[src/rtl/neuron_mac_q88.sv]
// Streaming signed Q8.8 multiply-accumulate: x = bias + sum(a*w), rounded and held for the sigmoid stage.
// Optional clipping to the Q8.8 range is enabled by defining NEURON_MAC_SAT_EN.
module neuron_mac_q88 #(
  parameter int N_INPUTS = 4,
  parameter int ACC_W    = 40
) (
  input  logic               clk,
  input  logic               rst,
  input  logic               in_valid,
  output logic               in_ready,
  input  logic signed [15:0] in_a,
  input  logic signed [15:0] in_w,
  input  logic               in_last,
  input  logic               bias_load,
  input  logic signed [15:0] bias,
  output logic               out_valid,
  input  logic               out_ready,
  output logic signed [15:0] out_x,
  output logic               out_sat
);

  localparam int CNT_W = $clog2(N_INPUTS + 1);
  localparam logic [CNT_W-1:0] CNT_LAST = CNT_W'(N_INPUTS - 1);

`ifdef NEURON_MAC_SAT_EN
  localparam int RND_W = ACC_W - 8;
  localparam logic signed [RND_W-1:0] X_MAX = RND_W'(32767);
  localparam logic signed [RND_W-1:0] X_MIN = RND_W'(-32768);
`else
  localparam int RND_W = 16;
`endif

  typedef enum logic [1:0] {S_IDLE, S_ACCUM, S_ROUND, S_HOLD} state_t;

  state_t                    state_q, state_d;
  logic signed [ACC_W-1:0]   acc_q;
  logic        [CNT_W-1:0]   count_q;
  logic signed [15:0]        bias_q;
  logic signed [RND_W-1:0]   rnd_q;
  logic                      rnd_v_q;
  logic signed [31:0]        prod;
  logic signed [ACC_W-1:0]   prod_ext;
  logic                      accept;
  logic signed [15:0]        x_d;
  logic                      sat_d;

  // Both operands are widened first so the full 32-bit Q16.16 product is kept.
  assign prod     = 32'(in_a) * 32'(in_w);
  assign prod_ext = ACC_W'(prod);
  assign accept   = in_valid && in_ready;

  // NOTE: every combinational output gets a default before the case so no latch is inferred.
  always_comb begin
    state_d = state_q;
    case (state_q)
      S_IDLE:  if (accept) state_d = (in_last || N_INPUTS == 1) ? S_ROUND : S_ACCUM;
      S_ACCUM: if (accept && (in_last || count_q == CNT_LAST)) state_d = S_ROUND;
      S_ROUND: if (rnd_v_q) state_d = S_HOLD;
      S_HOLD:  if (out_ready) state_d = S_IDLE;
      default: state_d = S_IDLE;
    endcase
  end

  always_comb begin
`ifdef NEURON_MAC_SAT_EN
    x_d   = rnd_q[15:0];
    sat_d = 1'b0;
    if (rnd_q > X_MAX) begin
      x_d   = 16'sh7FFF;
      sat_d = 1'b1;
    end else if (rnd_q < X_MIN) begin
      x_d   = -16'sh8000;
      sat_d = 1'b1;
    end
`else
    x_d   = rnd_q;
    sat_d = 1'b0;
`endif
  end

  // NOTE: sequential state uses non-blocking assignments so all registers sample pre-edge values.
  always_ff @(posedge clk or posedge rst) begin
    if (rst) begin
      state_q   <= S_IDLE;
      in_ready  <= 1'b0;
      out_valid <= 1'b0;
      out_x     <= '0;
      out_sat   <= 1'b0;
      acc_q     <= '0;
      count_q   <= '0;
      bias_q    <= '0;
      rnd_q     <= '0;
      rnd_v_q   <= 1'b0;
    end else begin
      state_q   <= state_d;
      in_ready  <= (state_d == S_IDLE) || (state_d == S_ACCUM);
      out_valid <= (state_d == S_HOLD);

      // A beat accepted alongside bias_load still sees the old bias_q.
      if (state_q == S_IDLE && bias_load) bias_q <= bias;

      if (accept) begin
        if (state_q == S_IDLE) begin
          acc_q   <= (ACC_W'(bias_q) <<< 8) + prod_ext;
          count_q <= CNT_W'(1);
        end else begin
          acc_q   <= acc_q + prod_ext;
          count_q <= count_q + CNT_W'(1);
        end
      end

      // Round in the first ROUND cycle, clip/wrap into the output registers in the second.
      if (state_q == S_ROUND) begin
        if (!rnd_v_q) begin
          rnd_q   <= RND_W'((acc_q + ACC_W'(128)) >>> 8);
          rnd_v_q <= 1'b1;
        end else begin
          out_x   <= x_d;
          out_sat <= sat_d;
          rnd_v_q <= 1'b0;
        end
      end
    end
  end

endmodule
[config.mk]
export PLATFORM = sky130hd
export DESIGN_NAME = neuron_mac_q88
export DESIGN_NICKNAME = d
export VERILOG_FILES = /design/src/rtl/neuron_mac_q88.sv
export SDC_FILE = /design/constraint.sdc
export NUM_CORES = 1
export LEC_CHECK = 0
export ABC_AREA = 1
export BUFFER_PORTS_ARGS = -buffer_cell sky130_fd_sc_hd__buf_2
export CORE_MARGIN = 4
export CORE_UTILIZATION = 35
export CTS_BUF_LIST = sky130_fd_sc_hd__clkbuf_4
export DETAILED_ROUTE_END_ITERATION = 8
export PLACE_DENSITY = 0.48
export SETUP_SLACK_MARGIN = 0.02
export SLEW_MARGIN = 30
export SYNTH_ARGS = -nofsm -noshare
export SYNTH_HDL_FRONTEND = slang
export SYNTH_SLANG_ARGS = --single-unit
export TNS_END_PERCENT = 50
[constraint.sdc]
create_clock -name clk -period 5.43 [get_ports clk]
set_clock_uncertainty 0.05 [all_clocks]
set_input_delay 0.2715 -clock clk [delete_from_list [all_inputs] [get_ports clk]]
set_output_delay 0.2715 -clock clk [all_outputs]
set_load 0.05 [all_outputs]
==> results by group, run 1 <==
Status
  • Outcome: finished with violations
  • Violated checks: setup timing

Final layout
  • Most common cell after layout, fill and taps aside: inv_1
  • Synth-to-Final Area Change: 31.4%
  • Layout net count: 2393
  • Final core utilization: between 40% and 50%
  • Most frequent cells in the layout: inv_1 (407), nand2_1 (406), buf_4 (230), fa_1 (181), ha_1 (87)
  • Layout cells sized above 1: 28.5%
  • Cell Count, Final, Fillers Out: 2553

GRT
  • Vias in the first global route: 12.3k
  • First-pass GRT wire length: 60600 µm
  • Met2 GRT Util: 31.7%
  • Tot GR Track Use: 17.8%
  • GRT met3 Usage: 1.73%
  • GRT Max-Usage Layer: met2
  • Met1 global-route usage: 24.4%
  • Pin count of the biggest net entering global routing: 57
  • Gr ovfl total: 0
  • Initial antenna violation count: 2

Setup path
  • Reg2Reg Setup Slack: 2910 ps
  • CP endpoint kind: flop
  • Crit-path most repeated cell: fa_1
  • Slowest stage delay, CP: 540 ps
  • Worst Setup Path Type: in2reg
  • Reg-to-Reg Start: state_q[0]
  • Critical Path RT: 5740 ps
  • Reg-to-reg critical path endpoint: acc_q[10]
  • CP Max Fanout: 4
  • Slowest-stage cell, CP: fa_1
  • Arrival time at the worst endpoint: ~6500 ps
  • Cells on worst reg2reg path: 7
  • CP Launch Type: input port

Floorplanning
  • Initial core utilization: 35.5%
  • Std cell rows: a little over 70
  • Chip height: 204 µm
  • Io pins: 73
  • DIE AREA: 41400 µm²
  • Area of the core: around 38000 µm²
  • DIE WIDTH: 204 µm

Yosys
  • Sequential cell area fraction in the yosys report: 15.0%
  • Area contributors post-synth: fa_1 (28%), dfrtp_1 (15%), inv_1 (12%)
  • Mapped Nets: around 2.1k
  • Synth Flop Type: dfrtp_1
  • Yosys reg bits: 80
  • Synthesis warning total: 0
  • Post-synth EDFFs: 0
  • Avg Cell Area, Syn: 7.67 µm²
  • Post-synth top area share: approximately 28%
  • Post-Syn Area: 13400 µm²
  • Post-synthesis instance total: ~1.7k
  • Yosys top cell by area: fa_1
  • Asr flop ratio synth: 100%
  • Number of library cell types mapped by synthesis: between 40 and 50

Place
  • Dpl hpwl: 29800 µm
  • Placed cell count: 2490
  • RePlAce Congestion: ~0.84
  • Worst slack, placed: -1660 ps
  • IO buf count: 71

Routing
  • First-pass DRT Iterations: 6
  • DR vias/cell: 4.57
  • Routed WL: 35800 µm
  • Drt drc: 0
  • Vias: 11.7k
  • DRT iter0 DRCs: between 500 and 600
  • Routed length per instance: 14.0 µm
  • Post-route ant nets: 0

Timing
  • Worst Tran Pin Value: 931 ps
  • Slew HR: 37.8%
  • Setup violations, final: 13
  • Post-route setup TNS: -6710 ps
  • Fin. Hold Viols: 0
  • Max Clk Rate: 161 MHz
  • Period minus WS final: 6220 ps
  • Final Cycle Share: 115%
  • Final worst setup slack: -793 ps
  • RSZ-0062 raised after global routing: yes
  • Max Transition Viols Final: 0

Clock network
  • Maximum buffer depth of the clock tree: 2
  • CTS sink count: 80
  • Worst-skew pair later-pin latency: 450 ps
  • Clock Pin Slew Worst Setup and Hold Paths: around 150 ps
  • H-tree Lvls: 3
  • CTS tree: built
  • CTS Root Cell: clkbuf_4
  • CTS Buf Count: 9

Hold path
  • End of the worst hold path: bias_q[14]
  • Hold_sp: bias[14]
  • Hold Path Stages: 2
  • HP Class: in2reg

Job
  • Maximum Capacitance Violations: 0
## area by class of cell
cell class                      instances  area (µm²)
Fill cell                            3794       20100
Multi-Input combinational cell       1161       10400
Timing Repair Buffer                  335        2660
Sequential cell                        80        2000
Inverter                              448        1680
Tap cell                              511         639
Clock inverter                          6        92.6
Clock buffer                           10        75.1
Antenna cell                            2        5.00
## critical path: cells and delay by family
family | cells | cell delay (ps)
XOR/XNOR | 1 | 230
adder cells (fa/ha/maj) | 8 | 3650
AO/OA/AOI/OAI | 2 | 490
buffers and inverters | 6 | 330
AND/OR/NAND/NOR | 13 | 1530
## sequential cells by signal (all words and copies together) (netlist names)
name and cells:
out_x 16, rnd_q 16, out_valid 1, bias_q 16, acc_q 24, rnd_v_q 1
count_q 3, state_q 2, in_ready 1
## cells by family (layout without fill, tap and decap cells)
kind of cell	count (synthesis)	in the layout	share of synthesized area, %
and+or+nand+nor	593	593	18.2
buffers and inverters	505	799	14.4
adders and majority gates	304	304	39.0
AOI/OAI and AO/OA	196	196	8.53
DFF	80	80	15.0
xor gates and xnor gates	37	37	2.42
muxes	30	30	2.52
other	1	3	0.0280
## worst max-delay path by stage
stage                        start         to  depth (start not counted)
final                     in_w[15]  acc_q[23]                         30
after global placement     in_a[5]  acc_q[23]                         38
after global routing       in_w[4]  acc_q[22]                         34
after detailed placement   in_w[3]  acc_q[23]                         33
after floorplan            in_w[3]  acc_q[23]                         35
after CTS                  in_a[7]  acc_q[23]                         39
## cells in the mapped netlist (all sizes together) (11+ instances only)
master  count
dfrtp      80
xor2       23
ha        115
fa        189
a31oi      16
inv       447
buf        11
clkbuf     46
nor2       79
a21oi      81
o21ai      62
nand3      50
nand2     442
mux2       30
xnor2      14
## metal layers
| metal | share of wire (%) | wire length [µm] |
|---|---|---|
| met5 | 0 | 0 |
| met3 | 2.7 | 949 |
| met4 | 0.91 | 325 |
| met2 | 49 | 17700 |
| met1 | 47 | 16800 |
## metrics by stage
step	hold WS, ps	area (µm²)
final	28.6	17600
after global routing	-0.0221	17600
after CTS	2.33	16900
after detailed placement	258	16000
after global placement	258	16000
after floorplan	333	13800
## timing repair
action	CTS	global route
hold buffers	15	1
setup buffers	17	11
endpoints found under the hold margin	38	1
pin swaps	64	98
gates resized for setup	100	145
cloned	0	1
endpoints found under the setup margin	15	15
Power of run 1 is not shown: default switching activity piles up to over one toggle a cycle in this logic, so the estimate is an artifact.
==> run 2, diff against run 1 <==
SETUP_SLACK_MARGIN = 0.4   (was 0.02)
==> results by group, run 2 (synthesis results as in run 1) <==
Final layout
  • Layout net count: 2391
  • Most frequent cells in the layout: inv_1 (412), nand2_1 (405), buf_4 (219), fa_1 (179), ha_1 (82)
  • Max reg flops: 24
  • Synth-to-Final Area Change: 32.4%
  • Largest register by flop count: acc_q
  • Most common cell after layout, fill and taps aside: inv_1
  • Layout cells sized above 1: 28.5%

Routing
  • Post-route ant nets: 0
  • Routed length per instance: between 10 and 15 µm
  • Drt drc: 0
  • Routed WL: 35400 µm
  • DRT iter0 DRCs: 465
  • DR vias/cell: 4.58
  • First-pass DRT Iterations: 5
  • Vias: about 12k

GRT
  • Tot GR Track Use: 17.8%
  • Pin count of the biggest net entering global routing: 57
  • Gr ovfl total: 0
  • First-pass GRT wire length: 60800 µm
  • Initial antenna violation count: 1
  • Vias in the first global route: 12.4k

Setup path
  • Crit-path most repeated cell: fa_1
  • Worst path top cell family by delay: adder cells
  • Crit path from: in_a[5]
  • CP endpoint kind: flop
  • CP Launch Type: input port
  • Critical Path End: acc_q[22]
  • Crit path depth: 34
  • Reg-to-reg critical path endpoint: acc_q[14]
  • CP Max Fanout: 5
  • Worst Setup Path Type: in2reg
  • Slowest-stage cell, CP: fa_1
  • Cells on worst reg2reg path: 13
  • Reg-to-Reg Start: acc_q[0]
  • Worst path buffer plus inverter count: 7
  • Critical Path RT: 5770 ps
  • Arrival time at the worst endpoint: 6630 ps
  • Slowest stage delay, CP: 550 ps
  • Reg2Reg Setup Slack: roughly 2900 ps

Timing
  • Max Clk Rate: ~160 MHz
  • WHS: approximately 290 ps
  • Slew HR: 38.5%
  • Setup violations, final: 14
  • Final worst setup slack: -865 ps
  • Worst Tran Pin Value: a little over 900 ps
  • RSZ-0062 raised after global routing: yes
  • Max Transition Viols Final: 0
  • Fin. Hold Viols: 0
  • Period minus WS final: roughly 6300 ps
  • Final Cycle Share: 116%
  • Post-route setup TNS: -7710 ps

Floorplanning
  • Io pins: between 70 and 80
  • DIE AREA: 41400 µm²
  • Initial core utilization: 35.5%
  • Std cell rows: 71
  • DIE WIDTH: roughly 200 µm
  • Area of the core: 37700 µm²
  • Chip height: 204 µm

Clock network
  • H-tree Lvls: 3
  • Worst-skew pair later-pin latency: about 450 ps
  • CTS Root Cell: clkbuf_4
  • CTS Buf Count: 9
  • Maximum buffer depth of the clock tree: 2
  • CTS sink count: 80
  • CTS tree: built
  • Clock Pin Slew Worst Setup and Hold Paths: around 160 ps

Place
  • RePlAce Congestion: 0.845
  • Dpl hpwl: 29500 µm
  • IO buf count: a little over 70

Status
  • Violated checks: setup timing
  • Outcome: finished with violations

Hold path
  • HP Class: in2async

Job
  • Maximum Capacitance Violations: 0
## run 2: per-layer routing
| metal | global-route usage, % | up-vias | wire length (µm) |
|---|---|---|---|
| met1 | 24.3 | 5654 | 16500 |
| met5 | 0 | - | 0 |
| met3 | 1.53 | 33 | 1040 |
| li1 | - | 5806 | - |
| met4 | 2.38 | 0 | 356 |
| met2 | 31.9 | 176 | 17600 |
## run 2: worst min path at each step
stage,startpoint,to,slack (ps)
2_1_floorplan,in_last,state_q[0],330
3_3_place_gp,rst,out_x[14],250
3_5_place_dp,rst,out_x[14],250
4_1_cts,rst,bias_q[8],270
5_1_grt,rst,bias_q[15],310
6_report,rst,bias_q[8],290
## run 2: metrics by stage
stage	cells	setup WS (ps)	instance area, µm²	utilization (%)
5_1_grt	2550	-1130	17700	47.1
6_report	2550	-865	17700	47.1
4_1_cts	2539	-865	16900	45.0
2_1_floorplan	1746	-901	13800	-
3_3_place_gp	2490	-1720	16100	42.6
3_5_place_dp	2490	-1750	16100	42.6
## run 2: what timing repair did
item,CTS,global route
cloned,1,1
hold endpoints to repair,42,0
endpoints found under the setup margin,16,17
resized for setup,103,165
pin swaps,57,120
hold buffers,19,0
buffers inserted,13,9
## run 2: worst reg2reg max path: stages, from the launching register on
cell      delay (ps)
dfrtp_1          410
ha_1             230
fa_1             460
nand2_1          120
o21ai_1          110
a21oi_2          220
o21bai_2         100
a21oi_2          160
o21ai_1          110
nand2_1           80
nand2_1           70
a21oi_1          110
o21ai_1           90
a21oi_1          130
## run 2: area by class of cell
type,count,area (µm²)
diodes,1,2.50
clock buffers,9,67.6
repair buffers,333,2720
multi-input cells,1161,10500
clock inverters,7,71.3
flip-flops and latches,80,2000
well taps,511,639
inverters,448,1680
fillers,3845,19900
Power of run 2 is left out for the same reason.
==> run 3, diff against run 2 <==
clock period = 7.4 ns   (was 5.43 ns; I/O delays follow)
==> results by group, run 3 (synthesis results as in run 1) <==
Final layout
  • Footprint of the multi-input gates: 9660 µm²
  • Most common cell after layout, fill and taps aside: inv_1
  • Synth-to-Final Area Change: 11.5%
  • Max reg flops: 24
  • Most frequent cells in the layout: inv_1 (437), nand2_1 (432), fa_1 (187), ha_1 (105), dfrtp_1 (80)
  • Register area: between 2000 and 2500 µm²
  • Layout net count: 2181
  • Largest register by flop count: acc_q
  • Filler Cell Count: 4020
  • Layout cells sized above 1: 13.4%

GRT
  • Initial antenna violation count: 1
  • Pin count of the biggest net entering global routing: 81
  • Gr ovfl total: 0
  • Vias in the first global route: 11.4k
  • First-pass GRT wire length: 59000 µm
  • Tot GR Track Use: ~18%

Timing
  • Setup violations, final: 0
  • Slew HR: 47.4%
  • Post-route setup TNS: 0 ps
  • Fin. Hold Viols: 0
  • Max Transition Viols Final: 0
  • Max Clk Rate: 148 MHz
  • RSZ-0062 raised after global routing: no
  • Period minus WS final: 6740 ps
  • Final Cycle Share: around nine tenths
  • Worst Tran Pin Value: 788 ps

Clock network
  • Worst-skew pair later-pin latency: ~470 ps
  • Post-CTS Hold Fix Bufs: 0
  • H-tree Lvls: 3
  • Clock Pin Slew Worst Setup and Hold Paths: around 160 ps
  • CTS Buf Count: 9
  • CTS tree: built
  • Maximum buffer depth of the clock tree: 2
  • CTS sink count: 80
  • CTS Root Cell: clkbuf_4

Floorplanning
  • Initial core utilization: 35.5%
  • DIE WIDTH: 204 µm
  • DIE AREA: 41400 µm²
  • Area of the core: 37700 µm²
  • Std cell rows: 71
  • Io pins: 73
  • Chip height: 204 µm

Setup path
  • Worst path buffer plus inverter count: 7
  • Critical Path RT: about 7700 ps
  • CP Max Fanout: 13
  • Reg-to-Reg Start: acc_q[0]
  • Cells on worst reg2reg path: 13
  • Crit-path most repeated cell: fa_1
  • CP endpoint kind: flop
  • CP Launch Type: input port
  • Slowest stage delay, CP: 530 ps
  • Worst Setup Path Type: in2reg
  • Reg2Reg Setup Slack: 4790 ps
  • Slowest-stage cell, CP: fa_1
  • Worst path top cell family by delay: adder cells
  • Reg-to-reg critical path endpoint: acc_q[14]
  • Arrival time at the worst endpoint: 7080 ps

Job
  • Maximum Capacitance Violations: 0

Place
  • IO buf count: 71
  • RePlAce Congestion: 0.855
  • Dpl hpwl: approximately 30000 µm

Routing
  • Routed WL: 35800 µm
  • DR vias/cell: 4.63
  • Post-route ant nets: 0
  • Routed length per instance: 15.3 µm
  • DRT iter0 DRCs: between 400 and 500
  • M1 WL: 16100 µm
  • Drt drc: 0
  • Vias: 10.8k
  • First-pass DRT Iterations: 4
  • Metal3 WL: between 800 and 900 µm
  • Met2 wire length: 18200 µm
  • Top Metal Used: met4

Status
  • Outcome: finished clean

Hold path
  • HP Class: in2async
==> run 3: changes by cell type in the layout (fill, tap and decap cells not counted), sizes merged <==
| cell | before | now |
|---|---|---|
| clkinvlp | 2 | 1 |
| dlygate4sd3 | 19 | 0 |
| inv | 447 | 450 |
| diode | 1 | 2 |
| clkbuf | 14 | 16 |
| bufbuf | 1 | 0 |
| clkinv | 5 | 3 |
| buf | 308 | 116 |
==> run 3: layout make-up <==
| type | instances | share of cell area, % |
|---|---|---|
| diodes | 2 | 0.0335 |
| clock buffers | 9 | 0.453 |
| clock inverters | 7 | 0.578 |
| inverters | 448 | 11.3 |
| multi-input cells | 1161 | 64.7 |
| flip-flops and latches | 80 | 13.4 |
| well taps | 511 | 4.28 |
| repair buffers | 123 | 5.27 |
==> run 3: repair_timing <==
action                     CTS  global route
setup buffers                0             5
resized for setup            0            49
setup endpoints to repair    0             7
==> run 3: routing by layer <==
layer	global-route usage (%)	vias up
li1	-	5402
met1	22.7	5254
met2	32.9	155
met3	1.29	36
met4	3.78	0
met5	0	-
==> run 3: worst min-delay path, stage by stage <==
cell	delay, ps
buf_2	100
clkinv_2	40
buf_6	540
==> run 3: metrics by stage <==
step           util [%]  instance area (µm²)  instances  setup WS (ps)  hold slack (ps)
6_report           39.6                14900       2341            662             35.9
3_5_place_dp       38.5                14500       2318           49.5              409
5_1_grt            39.6                14900       2340            277             63.5
4_1_cts            38.9                14700       2334            561             50.5
2_1_floorplan         -                13400       1746            510              388
3_3_place_gp       38.5                14500       2318           94.5              410
==> run 3: worst max path at each step <==
stage | start | end | slack [ps] | cells past startpoint
5_1_grt | in_a[5] | acc_q[21] | 280 | 32
2_1_floorplan | in_w[3] | acc_q[23] | 510 | 35
4_1_cts | in_a[5] | acc_q[23] | 560 | 36
3_3_place_gp | in_a[5] | acc_q[23] | 90 | 37
6_report | in_w[3] | acc_q[17] | 660 | 31
3_5_place_dp | in_a[5] | acc_q[23] | 50 | 36
Power of run 3 is left out for the same reason.
